`src/rtl/srl_fifo_ctrl_pkg.sv`:
```
// Shared types and elaboration-time helpers for the shift-register FIFO.
// Parameter legality is checked here so every instantiating file applies the same rules.
package srl_fifo_ctrl_pkg;

    typedef struct packed {
        logic full_n;
        logic empty_n;
        logic almost_full;
        logic almost_empty;
    } fifo_flags_t;

    // Bits needed to hold an occupancy from 0 to depth inclusive.
    function automatic int occ_width(input int depth);
        return $clog2(depth + 1);
    endfunction

    function automatic bit params_legal(input int data_width, input int addr_width,
                                        input int depth, input int af_level,
                                        input int ae_level);
        return (data_width >= 1) && (depth >= 2) && ((2 ** addr_width) >= depth) &&
               (af_level >= 1) && (af_level <= depth) &&
               (ae_level >= 0) && (ae_level <= depth - 1) &&
               (occ_width(depth) <= addr_width + 1);
    endfunction

endpackage

```
`src/rtl/srl_fifo_ctrl_if.sv`:
```
// Stream port of the FIFO: producer write side, consumer read side and status.
// Handshake: a word moves on a rising edge only when if_write && if_full_n (write) or
// if_read && if_empty_n (read); full_n/empty_n are registered and never depend on the requests.
interface srl_fifo_ctrl_if #(
    parameter int DATA_WIDTH = 32,
    parameter int ADDR_WIDTH = 4
);
    logic                  if_write;
    logic [DATA_WIDTH-1:0] if_din;
    logic                  if_full_n;
    logic                  if_read;
    logic [DATA_WIDTH-1:0] if_dout;
    logic                  if_empty_n;
    logic [ADDR_WIDTH:0]   if_num_data_valid;
    logic                  if_almost_full;
    logic                  if_almost_empty;

    modport master (
        output if_write, if_din, if_read,
        input  if_full_n, if_dout, if_empty_n, if_num_data_valid,
               if_almost_full, if_almost_empty
    );

    modport slave (
        input  if_write, if_din, if_read,
        output if_full_n, if_dout, if_empty_n, if_num_data_valid,
               if_almost_full, if_almost_empty
    );
endinterface

```
`src/rtl/srl_fifo_ctrl_storage.sv`:
```
// Reset-less shift array: a write pushes every entry up one slot and lands at entry 0.
// Reads are combinational by index so the array maps onto SRL primitives.
module srl_fifo_storage #(
    parameter int DATA_WIDTH = 32,
    parameter int ADDR_WIDTH = 4,
    parameter int DEPTH      = 16
) (
    input  logic                  clk,
    input  logic                  we,
    input  logic [ADDR_WIDTH-1:0] addr,
    input  logic [DATA_WIDTH-1:0] din,
    output logic [DATA_WIDTH-1:0] dout
);
    logic [DATA_WIDTH-1:0] mem [DEPTH];

    always_ff @(posedge clk) begin
        if (we) begin
            mem[0] <= din;
            for (int i = 1; i < DEPTH; i++) begin
                mem[i] <= mem[i-1];
            end
        end
    end

    assign dout = mem[addr];
endmodule

```
`src/rtl/srl_fifo_ctrl.sv`:
```
// Occupancy, flag, flush and peak-occupancy control around the SRL shift array.
// Flags are registered from the next count so no request path reaches them combinationally.
module srl_fifo_ctrl
    import srl_fifo_ctrl_pkg::*;
#(
    parameter int DATA_WIDTH = 32,
    parameter int ADDR_WIDTH = 4,
    parameter int DEPTH      = 16,
    parameter int AF_LEVEL   = 14,
    parameter int AE_LEVEL   = 2
) (
    input  logic                ap_clk,
    input  logic                ap_rst_n,
    srl_fifo_ctrl_if.slave      fifo,
    input  logic                flush,
    input  logic                peak_clr,
    output logic [ADDR_WIDTH:0] peak_count
);
    localparam int CW = ADDR_WIDTH + 1;
    localparam logic [CW-1:0] DEPTH_C = CW'(DEPTH);
    localparam logic [CW-1:0] AF_C    = CW'(AF_LEVEL);
    localparam logic [CW-1:0] AE_C    = CW'(AE_LEVEL);
    localparam logic [CW-1:0] ONE_C   = CW'(1);

    if (!params_legal(DATA_WIDTH, ADDR_WIDTH, DEPTH, AF_LEVEL, AE_LEVEL)) begin : g_bad_params
        $error("srl_fifo_ctrl: illegal parameter combination");
    end

    function automatic fifo_flags_t flags_for(input logic [CW-1:0] cnt);
        fifo_flags_t f;
        f.full_n       = (cnt != DEPTH_C);
        f.empty_n      = (cnt != '0);
        f.almost_full  = (cnt >= AF_C);
        f.almost_empty = (cnt <= AE_C);
        return f;
    endfunction

    logic [CW-1:0]         count_q, count_d;
    logic [CW-1:0]         peak_q, peak_d;
    fifo_flags_t           flags_q, flags_d;
    logic                  wr_acc, rd_acc;
    logic [ADDR_WIDTH-1:0] rd_addr;

    assign wr_acc = fifo.if_write & flags_q.full_n;
    assign rd_acc = fifo.if_read  & flags_q.empty_n;

    always_comb begin
        count_d = count_q;
        if (flush) begin
            count_d = '0;
        end else if (wr_acc && !rd_acc) begin
            count_d = count_q + ONE_C;
        end else if (rd_acc && !wr_acc) begin
            count_d = count_q - ONE_C;
        end
    end

    always_comb begin
        flags_d = flags_for(count_d);
        peak_d  = peak_q;
        if (peak_clr || (count_d > peak_q)) begin
            peak_d = count_d;
        end
    end

    always_ff @(posedge ap_clk) begin
        if (!ap_rst_n) begin
            count_q <= '0;
            flags_q <= flags_for('0);
            peak_q  <= '0;
        end else begin
            count_q <= count_d;
            flags_q <= flags_d;
            peak_q  <= peak_d;
        end
    end

    // Head sits at count-1; a simultaneous read+write shifts and pops, so the index holds.
    always_comb begin
        rd_addr = '0;
        if (count_q != '0) begin
            rd_addr = ADDR_WIDTH'(count_q - ONE_C);
        end
    end

    srl_fifo_storage #(
        .DATA_WIDTH(DATA_WIDTH),
        .ADDR_WIDTH(ADDR_WIDTH),
        .DEPTH     (DEPTH)
    ) u_storage (
        .clk (ap_clk),
        .we  (wr_acc & ~flush),
        .addr(rd_addr),
        .din (fifo.if_din),
        .dout(fifo.if_dout)
    );

    assign fifo.if_full_n         = flags_q.full_n;
    assign fifo.if_empty_n        = flags_q.empty_n;
    assign fifo.if_almost_full    = flags_q.almost_full;
    assign fifo.if_almost_empty   = flags_q.almost_empty;
    assign fifo.if_num_data_valid = count_q;
    assign peak_count             = peak_q;
endmodule

```
`src/flat_wrapper.sv`:
```
// flat-port wrapper written by rule: the top's interface ports become plain ports
module srl_fifo_ctrl_flat import srl_fifo_ctrl_pkg::*;
#(
    parameter int DATA_WIDTH = 32,
    parameter int ADDR_WIDTH = 4,
    parameter int DEPTH      = 16,
    parameter int AF_LEVEL   = 14,
    parameter int AE_LEVEL   = 2
)
  (ap_clk, ap_rst_n, flush, peak_clr, peak_count, fifo_if_write, fifo_if_din, fifo_if_read, fifo_if_full_n, fifo_if_dout, fifo_if_empty_n, fifo_if_num_data_valid, fifo_if_almost_full, fifo_if_almost_empty);
  srl_fifo_ctrl_if #(.DATA_WIDTH(DATA_WIDTH), .ADDR_WIDTH(ADDR_WIDTH)) fifo_i ();
  input  logic ap_clk;
  input  logic ap_rst_n;
  input  logic flush;
  input  logic peak_clr;
  output logic [ADDR_WIDTH:0] peak_count;
  input wire logic [$bits(fifo_i.if_write)-1:0] fifo_if_write;
  input wire logic [$bits(fifo_i.if_din)-1:0] fifo_if_din;
  input wire logic [$bits(fifo_i.if_read)-1:0] fifo_if_read;
  output wire logic [$bits(fifo_i.if_full_n)-1:0] fifo_if_full_n;
  output wire logic [$bits(fifo_i.if_dout)-1:0] fifo_if_dout;
  output wire logic [$bits(fifo_i.if_empty_n)-1:0] fifo_if_empty_n;
  output wire logic [$bits(fifo_i.if_num_data_valid)-1:0] fifo_if_num_data_valid;
  output wire logic [$bits(fifo_i.if_almost_full)-1:0] fifo_if_almost_full;
  output wire logic [$bits(fifo_i.if_almost_empty)-1:0] fifo_if_almost_empty;
  assign fifo_i.if_write = fifo_if_write;
  assign fifo_i.if_din = fifo_if_din;
  assign fifo_i.if_read = fifo_if_read;
  assign fifo_if_full_n = fifo_i.if_full_n;
  assign fifo_if_dout = fifo_i.if_dout;
  assign fifo_if_empty_n = fifo_i.if_empty_n;
  assign fifo_if_num_data_valid = fifo_i.if_num_data_valid;
  assign fifo_if_almost_full = fifo_i.if_almost_full;
  assign fifo_if_almost_empty = fifo_i.if_almost_empty;
  srl_fifo_ctrl #(.DATA_WIDTH(DATA_WIDTH), .ADDR_WIDTH(ADDR_WIDTH), .DEPTH(DEPTH), .AF_LEVEL(AF_LEVEL), .AE_LEVEL(AE_LEVEL)) u_core (.ap_clk(ap_clk), .ap_rst_n(ap_rst_n), .fifo(fifo_i), .flush(flush), .peak_clr(peak_clr), .peak_count(peak_count));
endmodule
```
`config.mk`:
```
export PLATFORM = sky130hd
export DESIGN_NAME = srl_fifo_ctrl_flat
export DESIGN_NICKNAME = d
export VERILOG_FILES = /design/src/rtl/srl_fifo_ctrl_pkg.sv /design/src/rtl/srl_fifo_ctrl_if.sv /design/src/rtl/srl_fifo_ctrl_storage.sv /design/src/rtl/srl_fifo_ctrl.sv /design/src/flat_wrapper.sv
export SDC_FILE = /design/constraint.sdc
export NUM_CORES = 1
export LEC_CHECK = 0
export BUFFER_PORTS_ARGS = -buffer_cell sky130_fd_sc_hd__buf_2
export CAP_MARGIN = 20
export CORE_MARGIN = 1
export CORE_UTILIZATION = 61
export DETAILED_ROUTE_END_ITERATION = 12
export HOLD_SLACK_MARGIN = 0.03
export MAX_ROUTING_LAYER = met4
export PLACE_DENSITY = 0.84
export SLEW_MARGIN = 20
export SYNTH_ARGS = -nofsm -noshare
export SYNTH_HDL_FRONTEND = slang
export SYNTH_HIERARCHICAL = 1
export SYNTH_SLANG_ARGS = --single-unit
export TNS_END_PERCENT = 30
```
`constraint.sdc`:
```
create_clock -name ap_clk -period 37 [get_ports ap_clk]
set_input_delay 7.4 -clock ap_clk [delete_from_list [all_inputs] [get_ports ap_clk]]
set_output_delay 7.4 -clock ap_clk [all_outputs]
set_load 0.005 [all_outputs]
```
* After elaboration in Yosys (flattened, before gate mapping) *
Memory sizes are Yosys's and may differ from the RTL's.
Index checks and enable logic that the tools add are counted.

word-level totals
  register bits = 14
  bits in latches = 0
  RAM bits = 512
  ROM bits = 0
  input bits = 38
  output and inout bits = 46
  logic and storage cells = 30
  memories kept = 1

operators by class
  add/sub/neg operators = 2
  multipliers = 0
  divide/modulo/power cells = 0
  $lt $le $gt $ge = 3
  eq/ne operators = 1
  shifts and indexed selects = 0
  multiplexer cells = 6
  bitwise logic cells = 4
  reductions and logical operators = 7

memories
  name                  words  bits a word  read ports  clocked after memory_dff  wr ports  line                         source
  u_core.u_storage.mem  16     32           16          0                         16        srl_fifo_ctrl_storage.sv:14  logic [DATA_WIDTH-1:0] mem [DEPTH];

operator list
  operator             count
  $mux 5               3
  $reduce_bool 5->1    2
  $add 5x1->5 const B  1
  $ge 5x4->1 const B   1
  $gt 5x5->1           1
  $le 5x2->1 const B   1
  $ne 5x5->1 const B   1
  $sub 5x1->5 const B  1
  $mux 4               1
  $and 1x1->1          3
  $logic_and 1x1->1    2
  $logic_not 1->1      2
  $mux 1               2
  $logic_or 1x1->1     1
  $not 1->1            1

* Depth between registers and ports, before layout *
  word-level depth = 8
  mapped depth = 12

* Modules after synthesis *
Netlist, hierarchy kept.

by module, submodules not included
  module            times used  cells each  area an instance (µm²)  seq. area each (µm²)
  srl_fifo_storage  1           783         19103.3                 15374.7
  srl_fifo_ctrl     1           115         984.7                   280.3

* Worst setup path after synthesis *
OpenSTA, ideal clock, no wires.

  path type = input -> register
  from = input port fifo_if_write
  to = memory u_core.u_storage.mem[0][0], enable pin
  setup time = 1402 ps
  arrival time = 28734 ps
  setup slack = 6864 ps
  stages = 2
  path buffers = 0
  path through = nand2_1 nor2_1

RTL lines
  item             line                         source
  start, declared  flat_wrapper.sv:17           input wire logic [$bits(fifo_i.if_write)-1:0] fifo_if_write;
  end, declared    srl_fifo_ctrl_storage.sv:14

* Worst setup path after layout *
  from = register u_core.count_q[0], in the netlist u_core/fifo.if_num_data_valid[0]
  to = output port fifo_if_dout[17]

on the way
  word-level cells in the longest chain between the ends = 3
  elaborated cells between the ends (all ways) = 4

RTL lines
  item                                              line                 source
  start, declared                                   srl_fifo_ctrl.sv:38  logic [CW-1:0] count_q, count_d;
  start signal, assigned                            srl_fifo_ctrl.sv:72  count_q <= count_d;
  $sub 5x1->5 or $reduce_bool 5->1 (tied branches)  -
  $mux 4 (*)                                        srl_fifo_ctrl.sv:81  if (count_q != '0) begin
  net u_core.rd_addr[1]                             srl_fifo_ctrl.sv:42  logic [ADDR_WIDTH-1:0] rd_addr;
  $mem_v2 16x32 (*)                                 -
  end, declared                                     flat_wrapper.sv:21   output wire logic [$bits(fifo_i.if_dout)-1:0] fifo_if_dout;

The timed path passes the listed nets; every way through them passes the cells marked *.

==> flow_summary.toml <==
[layout]
final_nets = 1051
final_cell_area_um2 = 22600
final_cell_mix = "edfxtp_1, mux4_2, buf_2"
areaGrowthSynthToFinish_pct = 12.7
drive_gt1_frac = 0.302
final_common_cell = "edfxtp_1"
n_fill_cell = 1851
utilization = 0.697
antenna_cells = 0

[yosys]
synth_cell_types = 47
async_reset_ff_frac = 0
synth-main-ff-cell = "edfxtp_1"
synth.avg_cell_area_um2 = 22.4
synth_cells = 898
synth_edf_count = 512
synth_nets = 944
yosysWarningCount = 6
netlist_area_um2 = 20100
ys_seq_area_frac = 0.779
synth_seq_cells = 526

[route]
drt_first_pass_iters = 5
antenna_left = 0
routedWlPerCell_um = 25.5
drtIter0Drc = 1054
vias_per_cell = 6.39
post-route-drc-count = 0
wirelength_um = 38000
num_vias = 9510

[sta]
whs_ns = 0.444
worstMarginPinSlew_ns = 1.05
final.min_clock_period_ns = 12.04
final-max-slew-violation-count = 0
finClkSkew_ns = 0.0129
setup_viol = 0
setup-tns-final_ns = 0
fmax_ghz = 0.0831
rsz0062_at_grt = "false"
hold_viol = 0
post-route-period-util = 0.325
slew_headroom = 0.302

[clock_tree]
cts_buffer_depth = 3
hold_buffers = 0
cts_resized = 0
root_buffer = "clkbuf_16"
clk_pin_slew_ns = 0.06
numCtsBuffers = 52
clock_sinks = 526
h-tree-depth = 2
postCtsSetupRepairBufs = 0
clock_latency_ns = 0.57
cts_tree = "yes"

[critical_path]
required_ns = 29.60
critical_path_class = "reg -> out"
rr_endpoint = "u_core/peak_count[1]"
startpoint_type = "register"
r2r-start = "u_core/fifo.if_num_data_valid[0]"
worstSetupStartpoint = "u_core/fifo.if_num_data_valid[0]"
crit_fanout = 71
r2r_setup_slack_ns = 33.38
endpoint = "fifo_if_dout[17]"
rr_worst_depth = 12
end_kind = "output port"
crit_arrival_ns = 4.64

[floorplan]
pin_count = 84
core_um2 = 32500
core.rowCount = 66
initial_core_util = 0.619
die_h_um = 183
die_w_um = 183
die_area_um2 = 33700

[global_routing]
grt_pass1_wl_um = 57400
antenna_found_initial = 0
gr-total-overflow = 0
grt_start_max_net_pins = 231
grt.total_usage = 0.238
grt_pass1_vias = 9533

[power_and_ir_drop]
p_leak_nw = 7.38
power_density_nw_per_um2 = 58.3
peakVddDrop_uv = 47.9
p_total_mw = 1.32

[placed_design]
portBuffers = 83
place.gp.congestion = 0.829
place_hpwl_um = 19400
placed_area_um2 = 21000

[hold_path]
hold_depth = 0
holdCritPathClass = "reg -> reg"

[job]
cap_violations = 0

[status]
outcome = "finished, final reports clean"
worst min path at each step:
stage | slack, ns | end | start
after detailed placement | 0.43 | u_core/u_storage/mem[8][24] | u_core/u_storage/mem[7][24]
after CTS | 0.44 | u_core/u_storage/mem[12][25] | u_core/u_storage/mem[11][25]
after floorplan | 0.42 | u_core/u_storage/mem[11][0] | u_core/u_storage/mem[10][0]
after global routing | 0.45 | u_core/u_storage/mem[12][25] | u_core/u_storage/mem[11][25]
after global placement | 0.42 | u_core/u_storage/mem[3][19] | u_core/u_storage/mem[2][19]
final | 0.44 | u_core/u_storage/mem[7][23] | u_core/u_storage/mem[6][23]
synth_stat cells (2+ instances only):
cell | count | area (µm²)
edfxtp_1 | 512 | 15400
mux4_2 | 128 | 2880
a22oi_1 | 64 | 480
nand2_1 | 36 | 135
clkbuf_1 | 17 | 63.8
nor2_1 | 15 | 56.3
dfxtp_1 | 14 | 280
buf_4 | 11 | 82.6
inv_1 | 10 | 37.5
buf_1 | 9 | 33.8
ha_1 | 8 | 100
a21oi_1 | 6 | 30.0
nor2b_1 | 6 | 37.5
nor3_1 | 5 | 25.0
buf_2 | 4 | 20.0
buf_6 | 4 | 45.0
nand2b_1 | 4 | 25.0
nand3_1 | 4 | 20.0
o21ai_0 | 4 | 20.0
and2_1 | 3 | 18.8
mux2_2 | 3 | 33.8
mux2i_1 | 3 | 30.0
a211oi_1 | 2 | 15.0
and3_1 | 2 | 12.5
o41ai_1 | 2 | 17.5
per-layer routing:
layer / vias to the layer above / wire length [µm] / track usage
met5: - / 0 / -
met4: 0 / 1010 / 0.0833
met3: 75 / 2260 / 0.0365
met2: 435 / 19500 / 0.373
met1: 4982 / 15200 / 0.325
li1: 4018 / - / -
sequential cells by signal, summed over array words and instances (netlist names):
| name | cells |
|---|---|
| u_core/fifo.if_almost_empty | 1 |
| u_core/peak_count | 5 |
| u_core/fifo.if_almost_full | 1 |
| u_core/fifo.if_empty_n | 1 |
| u_core/u_storage/mem | 512 |
| u_core/fifo.if_num_data_valid | 5 |
| u_core/fifo.if_full_n | 1 |
final cells by class:
cell class	count	area [µm²]	share of cell area
clock buffers	61	1340	0.0590
clock inverters	35	305	0.0135
inverters	10	37.5	0.00166
multi-input cells	317	4180	0.185
flip-flops and latches	526	15700	0.692
well taps	442	553	0.0244
repair buffers	98	568	0.0251
where the power goes:
part	internal [mW]	switching [mW]	leakage [nW]
sequential	0.680	0.0130	4.92
combinational	0.0532	0.0618	1.66
clock	0.293	0.218	0.803
cells by family after synthesis:
| kind of cell | Yosys count | share of synthesized area |
|---|---|---|
| simple gates | 86 | 0.0217 |
| xor+xnor | 2 | 0.000872 |
| buf+inv | 55 | 0.0141 |
| flops | 526 | 0.779 |
| fa+ha+maj | 8 | 0.00498 |
| compound gates | 87 | 0.0323 |
| mux | 134 | 0.147 |
critical path, stage by stage (launching register included):
cell     delay (ns)
dfxtp_1        0.53
inv_1          0.14
ha_1           0.25
nor3b_1        0.16
nor2b_1        0.21
nor2_4         0.11
buf_4          0.64
buf_4          0.92
mux4_2         0.46
a22oi_1        0.25
nand2_1        0.14
buf_2          0.16
through the flow:
step / worst slack, ns / std cells
2_1_floorplan: 6.86 / 898
3_3_place_gp: 25.63 / 1392
3_5_place_dp: 25.45 / 1392
4_1_cts: 24.81 / 1488
5_1_grt: 24.64 / 1489
6_report: 24.96 / 1489
Note: power is estimated with default switching activity, not from simulation.
